### src/rtl/score_ctrl.sv
// score_ctrl: game FSM with saturating BCD score, hit combo and game-over blink for disp_num.
// Optional LEAD_ZERO_BLANK_EN blanks leading zero digits in PLAY and the OVER on-phase.
module score_ctrl #(
  parameter int PTS_PERFECT = 3,
  parameter int PTS_GOOD    = 1,
  parameter int COMBO_TH    = 10,
  parameter int BLINK_DIV   = 25_000_000
) (
  input  logic        clk,
  input  logic        rst,
  input  logic        game_start,
  input  logic        game_over,
  input  logic        hit_perfect,
  input  logic        hit_good,
  input  logic        miss,
  output logic [15:0] disp_num,
  output logic [3:0]  disp_le,
  output logic [3:0]  disp_point,
  output logic [6:0]  combo
);
  localparam int CW = $clog2(BLINK_DIV);
  typedef enum logic [1:0] {IDLE, PLAY, OVER} state_t;
  state_t         r_state, w_next_state;
  logic [15:0]    r_score;
  logic [6:0]     r_combo;
  logic [CW-1:0]  r_cnt;
  logic           r_phase;
  logic           w_hit, w_bonus, w_event, w_carry;
  logic [4:0]     w_inc_bin;
  logic [7:0]     w_inc_bcd;
  logic [15:0]    w_sum;
  logic [3:0]     w_lz;
  function automatic logic [16:0] bcd_add(input logic [15:0] a, input logic [15:0] b);
    logic [4:0]  s;
    logic        c;
    logic [15:0] r;
    c = 1'b0;
    r = '0;
    for (int k = 0; k < 4; k++) begin
      s = {1'b0, a[4*k+:4]} + {1'b0, b[4*k+:4]} + {4'b0, c};
      c = s > 5'd9;
      r[4*k+:4] = c ? 4'(s - 5'd10) : s[3:0];
    end
    return {c, r};
  endfunction
  assign w_hit     = hit_perfect | hit_good;
  assign w_event   = r_state == PLAY && !game_over && (w_hit | miss);
  assign w_bonus   = 32'(r_combo) >= COMBO_TH;
  assign w_inc_bin = (hit_perfect ? 5'(PTS_PERFECT) : 5'(PTS_GOOD)) << w_bonus;
  assign w_inc_bcd = w_inc_bin > 5'd9 ? {4'd1, 4'(w_inc_bin - 5'd10)} : {4'd0, w_inc_bin[3:0]};
  assign {w_carry, w_sum} = bcd_add(r_score, {8'h00, w_inc_bcd});
  always_comb begin
    w_next_state = r_state;
    if (game_start) w_next_state = PLAY;
    else if (game_over && r_state == PLAY) w_next_state = OVER;
  end
  always_ff @(posedge clk) begin
    if (rst) begin
      r_state <= IDLE;
      r_score <= '0;
      r_combo <= '0;
      r_cnt   <= '0;
      r_phase <= 1'b1;
    end else begin
      r_state <= w_next_state;
      if (game_start) begin
        r_score <= '0;
        r_combo <= '0;
        r_cnt   <= '0;
        r_phase <= 1'b1;
      end else if (w_event) begin
        if (w_hit) begin
          r_score <= w_carry ? 16'h9999 : w_sum;
          r_combo <= r_combo == 7'd99 ? 7'd99 : r_combo + 7'd1;
        end else r_combo <= '0;
      end else if (r_state == OVER) begin
        r_cnt <= r_cnt == CW'(BLINK_DIV - 1) ? '0 : r_cnt + 1'b1;
        if (r_cnt == CW'(BLINK_DIV - 1)) r_phase <= ~r_phase;
      end
    end
  end
  // ones digit is never blanked; each higher digit blanks only if all above it are zero
  assign w_lz[3] = r_score[15:12] == 4'd0;
  assign w_lz[2] = w_lz[3] && r_score[11:8] == 4'd0;
  assign w_lz[1] = w_lz[2] && r_score[7:4] == 4'd0;
  assign w_lz[0] = 1'b0;
  assign disp_num   = r_score;
  assign combo      = r_combo;
  assign disp_point = {r_state == OVER, 2'b00, r_state == PLAY && w_bonus};
`ifdef LEAD_ZERO_BLANK_EN
  assign disp_le = (r_state == OVER && !r_phase) ? 4'b1111 : (r_state != IDLE ? w_lz : 4'b0000);
`else
  assign disp_le = (r_state == OVER && !r_phase) ? 4'b1111 : 4'b0000;
`endif
endmodule

### config.mk
export PLATFORM = sky130hd
export DESIGN_NAME = score_ctrl
export DESIGN_NICKNAME = d
export VERILOG_FILES = /design/src/rtl/score_ctrl.sv
export SDC_FILE = /design/constraint.sdc
export NUM_CORES = 1
export LEC_CHECK = 0
export CELL_PAD_IN_SITES_DETAIL_PLACEMENT = 0
export CELL_PAD_IN_SITES_GLOBAL_PLACEMENT = 1
export CORE_MARGIN = 10
export CORE_UTILIZATION = 25
export DETAILED_ROUTE_END_ITERATION = 7
export HOLD_SLACK_MARGIN = 0.08
export PLACE_DENSITY_LB_ADDON = 0.1
export SLEW_MARGIN = 40
export SYNTH_ARGS = -nofsm -noshare
export SYNTH_HDL_FRONTEND = slang
export SYNTH_SLANG_ARGS = --single-unit
### constraint.sdc
create_clock -name clk -period 9.1 [get_ports clk]
set_input_delay 1.82 -clock clk [delete_from_list [all_inputs] [get_ports clk]]
set_output_delay 1.82 -clock clk [all_outputs]
set_load 0.05 [all_outputs]
== Word level (Yosys, flattened, before mapping) ==
Cells that the tools add are included.

* $add $sub $neg: 11
* $lt $le $gt $ge: 6
* Eq/ne operators: 4
* Shift-type cells: 1
* Muxes and demuxes: 12
* Bitwise logic cells: 4
* Reduce and logical (&&, ||, !) cells: 12

{| class="wikitable"
|+ Operator list
! kind !! number
|-
| $add 25x1->25 const B || 1
|-
| $eq 25x25->1 const B || 1
|-
| $gt 5x4->1 const B || 5
|-
| $mux 25 || 1
|-
| $mux 16 || 1
|-
| $mux 4 || 4
|-
| $sub 4x4->4 const B || 4
|-
| $add 4x1->5 || 3
|-
| $mux 7 || 2
|-
| $add 7x1->7 const B || 1
|-
| $eq 7x7->1 const B || 1
|-
| $ge 7x4->1 const B || 1
|-
| $add 4x4->5 || 1
|-
| $add 5x1->5 || 1
|-
| $logic_and 1x1->1 || 5
|-
| $mux 5 || 1
|-
| $shl 2x1->5 || 1
|-
| $reduce_and 2->1 || 2
|-
| $reduce_and 3->1 || 1
|-
| $eq 2x1->1 const B || 1
|-
| $eq 2x2->1 const B || 1
|-
| $logic_not 1->1 || 2
|-
| $mux 1 || 2
|-
| $mux 2 || 1
|-
| 4 further kinds || 6
|}

* Register bits: 51
* Input port bits: 7
* Output and inout port bits: 31
* Logic and storage cells: 56

== Depth between registers and ports, before layout ==
Gate-level depths: netlist (run 1).

* Depth in word-level cells: 13
* Gate-level depth with buffers: 29
* Mapped depth without buffers: 27

== Worst setup path after synthesis (run 1) ==
OpenSTA, ideal clock, no wires.

* Path type: in2reg
* From: input port hit_perfect
* To: register r_score[3] (netlist: disp_num[3])
* Arrival time: 6597 ps
* Required time: 8983 ps
* Setup slack: 2386 ps
* Stages on the path: 24
* Path through: nand2b_1 -> fa_1 -> nor2_1 -> a32oi_1 -> o211a_1 -> ha_1 -> ha_1 -> nand2b_1 -> a31oi_1 -> a211oi_1 -> ha_1 -> ha_1 -> clkbuf_1 -> inv_1 -> nand2_1 -> a31oi_1 -> a221oi_1 -> ha_1 -> ha_1 -> nand2b_1 -> a31o_2 -> nand3_1 -> o31ai_1 -> a32o_1

* Word-level cells in the longest chain between the ends: 13
* Elaborated cells on any way between the ends: 21

{| class="wikitable"
|+ RTL lines
! item !! RTL line !! text
|-
| start: declaration || 13 || <nowiki>input logic hit_perfect,</nowiki>
|-
| $mux 2 || 49 || <nowiki>assign w_inc_bin = (hit_perfect ? 5'(PTS_PERFECT) : 5'(PTS_GOOD)) << w_bonus;</nowiki>
|-
| $shl 2x1->5 || 49 ||
|-
| $sub 4x4->4 or $gt 5x4->1 (tied branches) || 50 || <nowiki>assign w_inc_bcd = w_inc_bin > 5'd9 ? {4'd1, 4'(w_inc_bin - 5'd10)} : {4'd0, w_inc_bin[3:0]};</nowiki>
|-
| $mux 5 || 50 ||
|-
| $add 4x4->5 || 40 || <nowiki>s = {1'b0, a[4*k+:4]} + {1'b0, b[4*k+:4]} + {4'b0, c};</nowiki>
|-
| $gt 5x4->1 || 41 || <nowiki>c = s > 5'd9;</nowiki>
|-
| $add 5x1->5 || 40 ||
|-
| $gt 5x4->1 || 41 ||
|-
| $add 4x1->5 || 40 ||
|-
| $gt 5x4->1 || 41 ||
|-
| $add 4x1->5 || 40 ||
|-
| $gt 5x4->1 || 41 ||
|-
| $mux 16 || 73 || <nowiki>r_score <= w_carry ? 16'h9999 : w_sum;</nowiki>
|-
| end signal: assignment || 73 ||
|-
| end: declaration || 24 || <nowiki>logic [15:0] r_score;</nowiki>
|}

Parallel ways exist; a longest one is shown, timed or not.
A chain may end at the register's enable or synchronous reset.

== Worst setup path in the final report (run 1) ==
* From: input port hit_perfect
* To: register r_score[14] (netlist: disp_num[14])

Same word-level chain as after synthesis.

==> results of run 1 <==
flip-flops by register name, summed over array words and instances, names as in the netlist:
signal / cells
r_cnt: 25
disp_num: 16
combo: 7
r_state: 2
r_phase: 1
through the flow:
| stage | power, mW | util | std cells | setup WS [ns] |
|---|---|---|---|---|
| after floorplan | 0.248 | - | 383 | 2.39 |
| after global placement | 0.258 | 0.291 | 544 | 1.29 |
| after detailed placement | 0.257 | 0.292 | 544 | 1.17 |
| after CTS | 0.441 | 0.303 | 552 | 1.45 |
| after global routing | 0.453 | 0.303 | 552 | 0.937 |
| final | 0.434 | 0.303 | 552 | 1.47 |
area by class of cell:
type                       instances  share of cell area
sequential                        51               0.280
clock buffer                       7              0.0364
multi-input combinational        298               0.522
clock inverter                     1             0.00137
tap                              147              0.0505
timing repair buffer              35              0.0962
inverter                          13              0.0134
worst max-delay path: stages:
cell and delay (ns):
clkdlybuf4s50_1 0.43, nand2b_1 0.19, fa_1 0.59, nor2_1 0.19, a32oi_1 0.11, o211a_1 0.27, ha_1 0.22, ha_1 0.39
nand2b_1 0.13, a31oi_1 0.10, a211oi_1 0.41, ha_1 0.39, ha_1 0.32, inv_1 0.12, nand2_1 0.10, a31oi_1 0.09
a221oi_1 0.30, ha_1 0.26, ha_1 0.26, nand2b_1 0.15, a31o_2 0.26, a31oi_1 0.45, a21oi_1 0.14, mux2i_1 0.14
layer usage:
layer  GRT usage  wire [um]  vias to the layer above
li1            -          -                     1407
met1       0.131       4110                     1268
met2       0.151       3570                       51
met3      0.0242        390                        5
met4      0.0196         62                        0
met5           0          0                        -
worst max path at each step:
stage / startpoint / end / cells after the start
final: hit_perfect / disp_num[14]$_SDFFE_PP0P_ / 24
after global routing: hit_perfect / disp_num[14]$_SDFFE_PP0P_ / 24
after CTS: hit_perfect / disp_num[14]$_SDFFE_PP0P_ / 24
after detailed placement: hit_perfect / disp_num[14]$_SDFFE_PP0P_ / 24
after global placement: hit_perfect / disp_num[14]$_SDFFE_PP0P_ / 24
after floorplan: hit_perfect / disp_num[3]$_SDFFE_PP0P_ / 24
kinds of logic (layout without fill, tap and decap cells):
group / count (synthesis) / in the layout / share of synthesized area
AO/OA/AOI/OAI: 83 / 83 / 0.166
XOR/XNOR: 30 / 30 / 0.0860
adder cells (fa/ha/maj): 16 / 16 / 0.0680
buffers and inverters: 34 / 56 / 0.0496
flip-flops: 51 / 51 / 0.334
multiplexers: 5 / 5 / 0.0172
other: 1 / 2 / 0.00123
AND/OR/NAND/NOR: 162 / 162 / 0.278
power by group through the flow:
stage / sequential (mW) / combinational (mW) / clock [mW]
final: 0.226 / 0.0262 / 0.182
after global routing: 0.226 / 0.0289 / 0.198
after CTS: 0.226 / 0.0267 / 0.188
after detailed placement: 0.231 / 0.0265 / 0
after global placement: 0.231 / 0.0268 / 0
after floorplan: 0.233 / 0.0158 / 0
synth_stat cells, types with 2 or more instances:
library cell,n
nand3b_1,3
nand2b_1,8
buf_2,4
and4_1,5
o211a_1,2
and2_1,3
nor4_1,2
clkbuf_1,12
nor2_1,52
or3_1,3
a21oi_1,26
buf_4,5
dfxtp_1,51
a211oi_1,2
mux2i_1,3
nor2b_1,5
a21o_1,3
xnor2_1,16
a22o_1,2
a31oi_1,8
nand3_1,14
a32oi_1,2
ha_1,15
nor3_1,13
or2_2,2
nand4_1,14
mux2_2,2
o211ai_1,2
inv_1,13
nor3b_1,3
nand2_1,21
xor2_1,14
a32o_1,2
o21ai_0,24
and3_1,7
nand4b_1,3
==> flow_summary.yaml, run 1 <==
outcome:
  status: "completed"
global_route:
  grtUsageTotal: 0.0965
  antenna_found_initial: 0
  grt-ovfl-total: 0
  first_global_vias: 2602
  grt_max_degree: 25
  grt_pass1_wl_um: 13500
logic_synthesis:
  syn_area_mm2: 0.00306
  yosysSeqAreaShare: 0.334
  synth_cell_types: 52
  synth-edff-count: 0
  async_flop_share: 0
  synth_area_leader_cell: "dfxtp_1"
  syn-instance-count: 382
  synth-main-ff-cell: "dfxtp_1"
  yosys-top-cells-area: "dfxtp_1, nor2_1, ha_1"
  ys_ff_latch: 51
  synth_top_cell_area_share: 0.334
  yosys_warnings: 0
  syn_avg_cell_area_um2: 8.00
worst_setup_path:
  critPathKind: "input pin to register"
  arrival_ns: 7.84
  critPathCaptureType: "register"
  crit_required_ns: 9.32
  start_kind: "input pin"
  rr_worst_depth: 27
  timing.rr.start: "combo[0]$_SDFFE_PP0P_"
  cp_max_fo: 11
  r2r_setup_slack_ns: 2.01
  r2r_end: "disp_num[14]$_SDFFE_PP0P_"
floorplan:
  die_y_um: 131
  rows: 40
  chipWidth_um: 131
  design.core.area_mm2: 0.0120
  initial_utilization: 0.254
  pin_count: 38
  fp.dieArea_mm2: 0.0170
run:
  maxCapViolCount: 0
timing:
  fin_setup_tns_ns: 0
  finalCriticalPeriod_ns: 7.63
  fmax_ghz: 0.131
  setup_violations: 0
  hold_viol_final: 0
  rsz0062_at_grt: "no"
  tightest_slew_ns: 0.787
  period_share: 0.838
  max_slew_margin: 0.473
  fin_skew_ns: 0.00512
  finalHoldWorstSlack_ns: 0.507
  slew_violations: 0
clock_network:
  cts_setup_buffers: 0
  clk_latency_ns: 0.29
  clk_pin_slew_ns: 0.07
  cts_tree: "yes"
  htree_levels: 2
  cts_root_buffer: "clkbuf_16"
  ctsResizeCount: 0
  cts_sinks: 51
  hold_buffers: 0
  cts_max_path_buffers: 2
  numCtsBuffers: 5
cells_and_area:
  finalInstanceArea_mm2: 0.00364
  drive_gt1_frac: 0.0395
  regArea_mm2: 0.00102
  final_nets: 427
  area_growth_pct: 19.2
  final_common_cell: "nor2_1"
  nFillCells: 1299
  multi_input_area_mm2: 0.00190
  antenna_cells: 0
  final_cell_mix: "nor2_1, dfxtp_1, clkdlybuf4s50_1"
route:
  drt-vias-per-instance: 4.95
  wl_um: 8130
  final_antenna_net_count: 0
  vias: 2731
  drc: 0
  post_drt_wl_per_cell_um: 14.7
  dr.first_iter.drc_count: 180
  first_pass_iters: 4
power:
  power_frac_seq: 0.520
  internal_power_mw: 0.335
  combPwrFrac: 0.060
  switchingPower_mw: 0.0997
  ir_worst_vdd_mv: 0.0688
  leakagePower_nw: 1.21
  power_density_mw_per_mm2: 119
  power.share.switching: 0.230
  clkPwrFrac: 0.420
placement:
  portBuffers: 35
  place.gp.congestion: 0.767
  dp_hpwl_um: 6120
  place_area_mm2: 0.00351
worst_hold_path:
  hold_start: "r_cnt[22]$_SDFFE_PP0P_"
  holdPathStages: 2
  hold_path_class: "register to register"
  whs_endpoint: "r_cnt[22]$_SDFFE_PP0P_"
Note: power is estimated with default switching activity, not from simulation.
==> inputs of run 2 (changes only) <==
clock period = 6.27 ns   (was 9.1 ns; I/O delays follow)
==> run 2 against run 1 <==
Non-clock buffer count grew 23. Highest routed layer unchanged. Critical path type unchanged. Wire length grew 4.1%. Largest power group unchanged. Clock power grew 50%.
==> flow_summary.yaml, run 2 (same netlist as run 1, synthesis figures left out) <==
placement:
  portBuffers: 35
  place_area_mm2: 0.00367
  dp_hpwl_um: 6240
  place.gp.congestion: 0.792
clock_network:
  htree_levels: 2
  cts_tree: "yes"
  cts_sinks: 51
  cts_max_path_buffers: 2
  clk_pin_slew_ns: 0.07
  hold_buffers: 0
  cts_root_buffer: "clkbuf_16"
  clk_latency_ns: 0.29
  numCtsBuffers: 5
floorplan:
  rows: 40
  chipWidth_um: 131
  die_y_um: 131
  fp.dieArea_mm2: 0.0170
  design.core.area_mm2: 0.0120
  pin_count: 38
  initial_utilization: 0.254
global_route:
  first_global_vias: 2738
  antenna_found_initial: 0
  grt_pass1_wl_um: 14200
  grtUsageTotal: 0.102
  grt_max_degree: 25
  grt-ovfl-total: 0
cells_and_area:
  area_growth_pct: 25.9
  final_common_cell: "nor2_1"
  final_cell_mix: "nor2_1, dfxtp_1, clkdlybuf4s50_1"
  largest_reg_flops: 25
  final_nets: 450
  finalInstanceArea_mm2: 0.00385
  drive_gt1_frac: 0.112
  antenna_cells: 0
  nFillCells: 1274
  largest-register: "r_cnt"
worst_setup_path:
  arrival_ns: 6.23
  crit_required_ns: 6.50
  slowest_stage: "fa_2"
  start_kind: "input pin"
  r2r_setup_slack_ns: 0.43
  cp_max_fo: 5
  timing.rr.start: "combo[0]$_SDFFE_PP0P_"
  r2r_end: "disp_num[14]$_SDFFE_PP0P_"
  slowest_delay_ns: 0.58
  rr_worst_depth: 29
  critPathCaptureType: "register"
  critPathKind: "input pin to register"
  crit_cells: 25
  crit_buf_inv: 3
  critPathTopFamily: "adder cells"
  worst_path_most_repeated_cell: "ha_1"
route:
  vias: 2823
  drc: 0
  dr.first_iter.drc_count: 116
  final_antenna_net_count: 0
  post_drt_wl_per_cell_um: 14.7
  drt-vias-per-instance: 4.91
  wl_um: 8470
  first_pass_iters: 4
run:
  maxCapViolCount: 0
worst_hold_path:
  holdPathStages: 2
  hold_start: "r_phase$_SDFFE_PP1P_"
  hold_path_class: "register to register"
  whs_endpoint: "r_phase$_SDFFE_PP1P_"
timing:
  hold_viol_final: 0
  fin_skew_ns: 0.00578
  fin_setup_tns_ns: 0
  setup_violations: 0
  period_share: 0.957
  finalHoldWorstSlack_ns: 0.505
  tightest_slew_ns: 0.765
  fmax_ghz: 0.167
  finalCriticalPeriod_ns: 6.00
  max_slew_margin: 0.488
  slew_violations: 0
power:
  power.total_mw: 0.642
  leakagePower_nw: 1.33
  ir_worst_vdd_mv: 0.0791
  power_density_mw_per_mm2: 167
outcome:
  status: "completed"
## run 2: cell count changes in the layout (fill, tap and decap cells not counted), sizes merged
cell    change
buf        +23
clkbuf      -2
clkinv      +2
## run 2: how the worst max path moves through the flow
| stage | end | slack, ns | startpoint |
|---|---|---|---|
| 6_report | disp_num[14]$_SDFFE_PP0P_ | 0.27 | hit_perfect |
| 5_1_grt | disp_num[11]$_SDFFE_PP0P_ | -0.03 | hit_perfect |
| 4_1_cts | disp_num[6]$_SDFFE_PP0P_ | 0.20 | hit_perfect |
| 3_5_place_dp | disp_num[1]$_SDFFE_PP0P_ | -0.09 | hit_perfect |
| 3_3_place_gp | disp_num[3]$_SDFFE_PP0P_ | 0.09 | hit_perfect |
| 2_1_floorplan | disp_num[3]$_SDFFE_PP0P_ | 0.09 | combo[0]$_SDFFE_PP0P_ |
## run 2: layer usage
layer  wire length, um  part of all wire  up-vias  GRT usage
met5                 0                 0        -          0
met4                71            0.0084        0     0.0249
met3               374             0.044        7     0.0250
met2              3690              0.44       42      0.154
met1              4330              0.51     1321      0.143
li1                  -                 -     1453          -
## run 2: worst min-delay path, delay by kind of cell, from the launching register on
| kind | cells | cell delay [ns] |
|---|---|---|
| xor gates and xnor gates | 1 | 0.07 |
| DFF | 1 | 0.35 |
| and+or+nand+nor | 1 | 0.06 |
## run 2: per-stage QoR
step | setup WS [ns] | utilization | cells
2_1_floorplan | 0.0884 | - | 383
3_3_place_gp | 0.0904 | 0.305 | 566
3_5_place_dp | -0.0866 | 0.306 | 566
4_1_cts | 0.198 | 0.317 | 574
5_1_grt | -0.0269 | 0.320 | 575
6_report | 0.270 | 0.320 | 575
## run 2: power breakdown
part | switching [mW] | internal, mW
registers | 0.00233 | 0.325
logic | 0.0263 | 0.0155
clock network | 0.127 | 0.146
total | 0.155 | 0.487
## run 2: cell type report
cell class                 count  area, um2  area share
tap                          147        184      0.0478
sequential                    51       1020       0.266
inverter                      13       48.8      0.0127
multi-input combinational    298       1930       0.501
timing repair buffer          58        523       0.136
clock inverter                 3       15.0     0.00390
clock buffer                   5        125      0.0325
## run 2: repair_timing
action / in CTS / in global routing
setup endpoints to repair: 0 / 15
setup buffers: 0 / 1
resized for setup: 0 / 7
endpoints found under the hold margin: 0 / 0
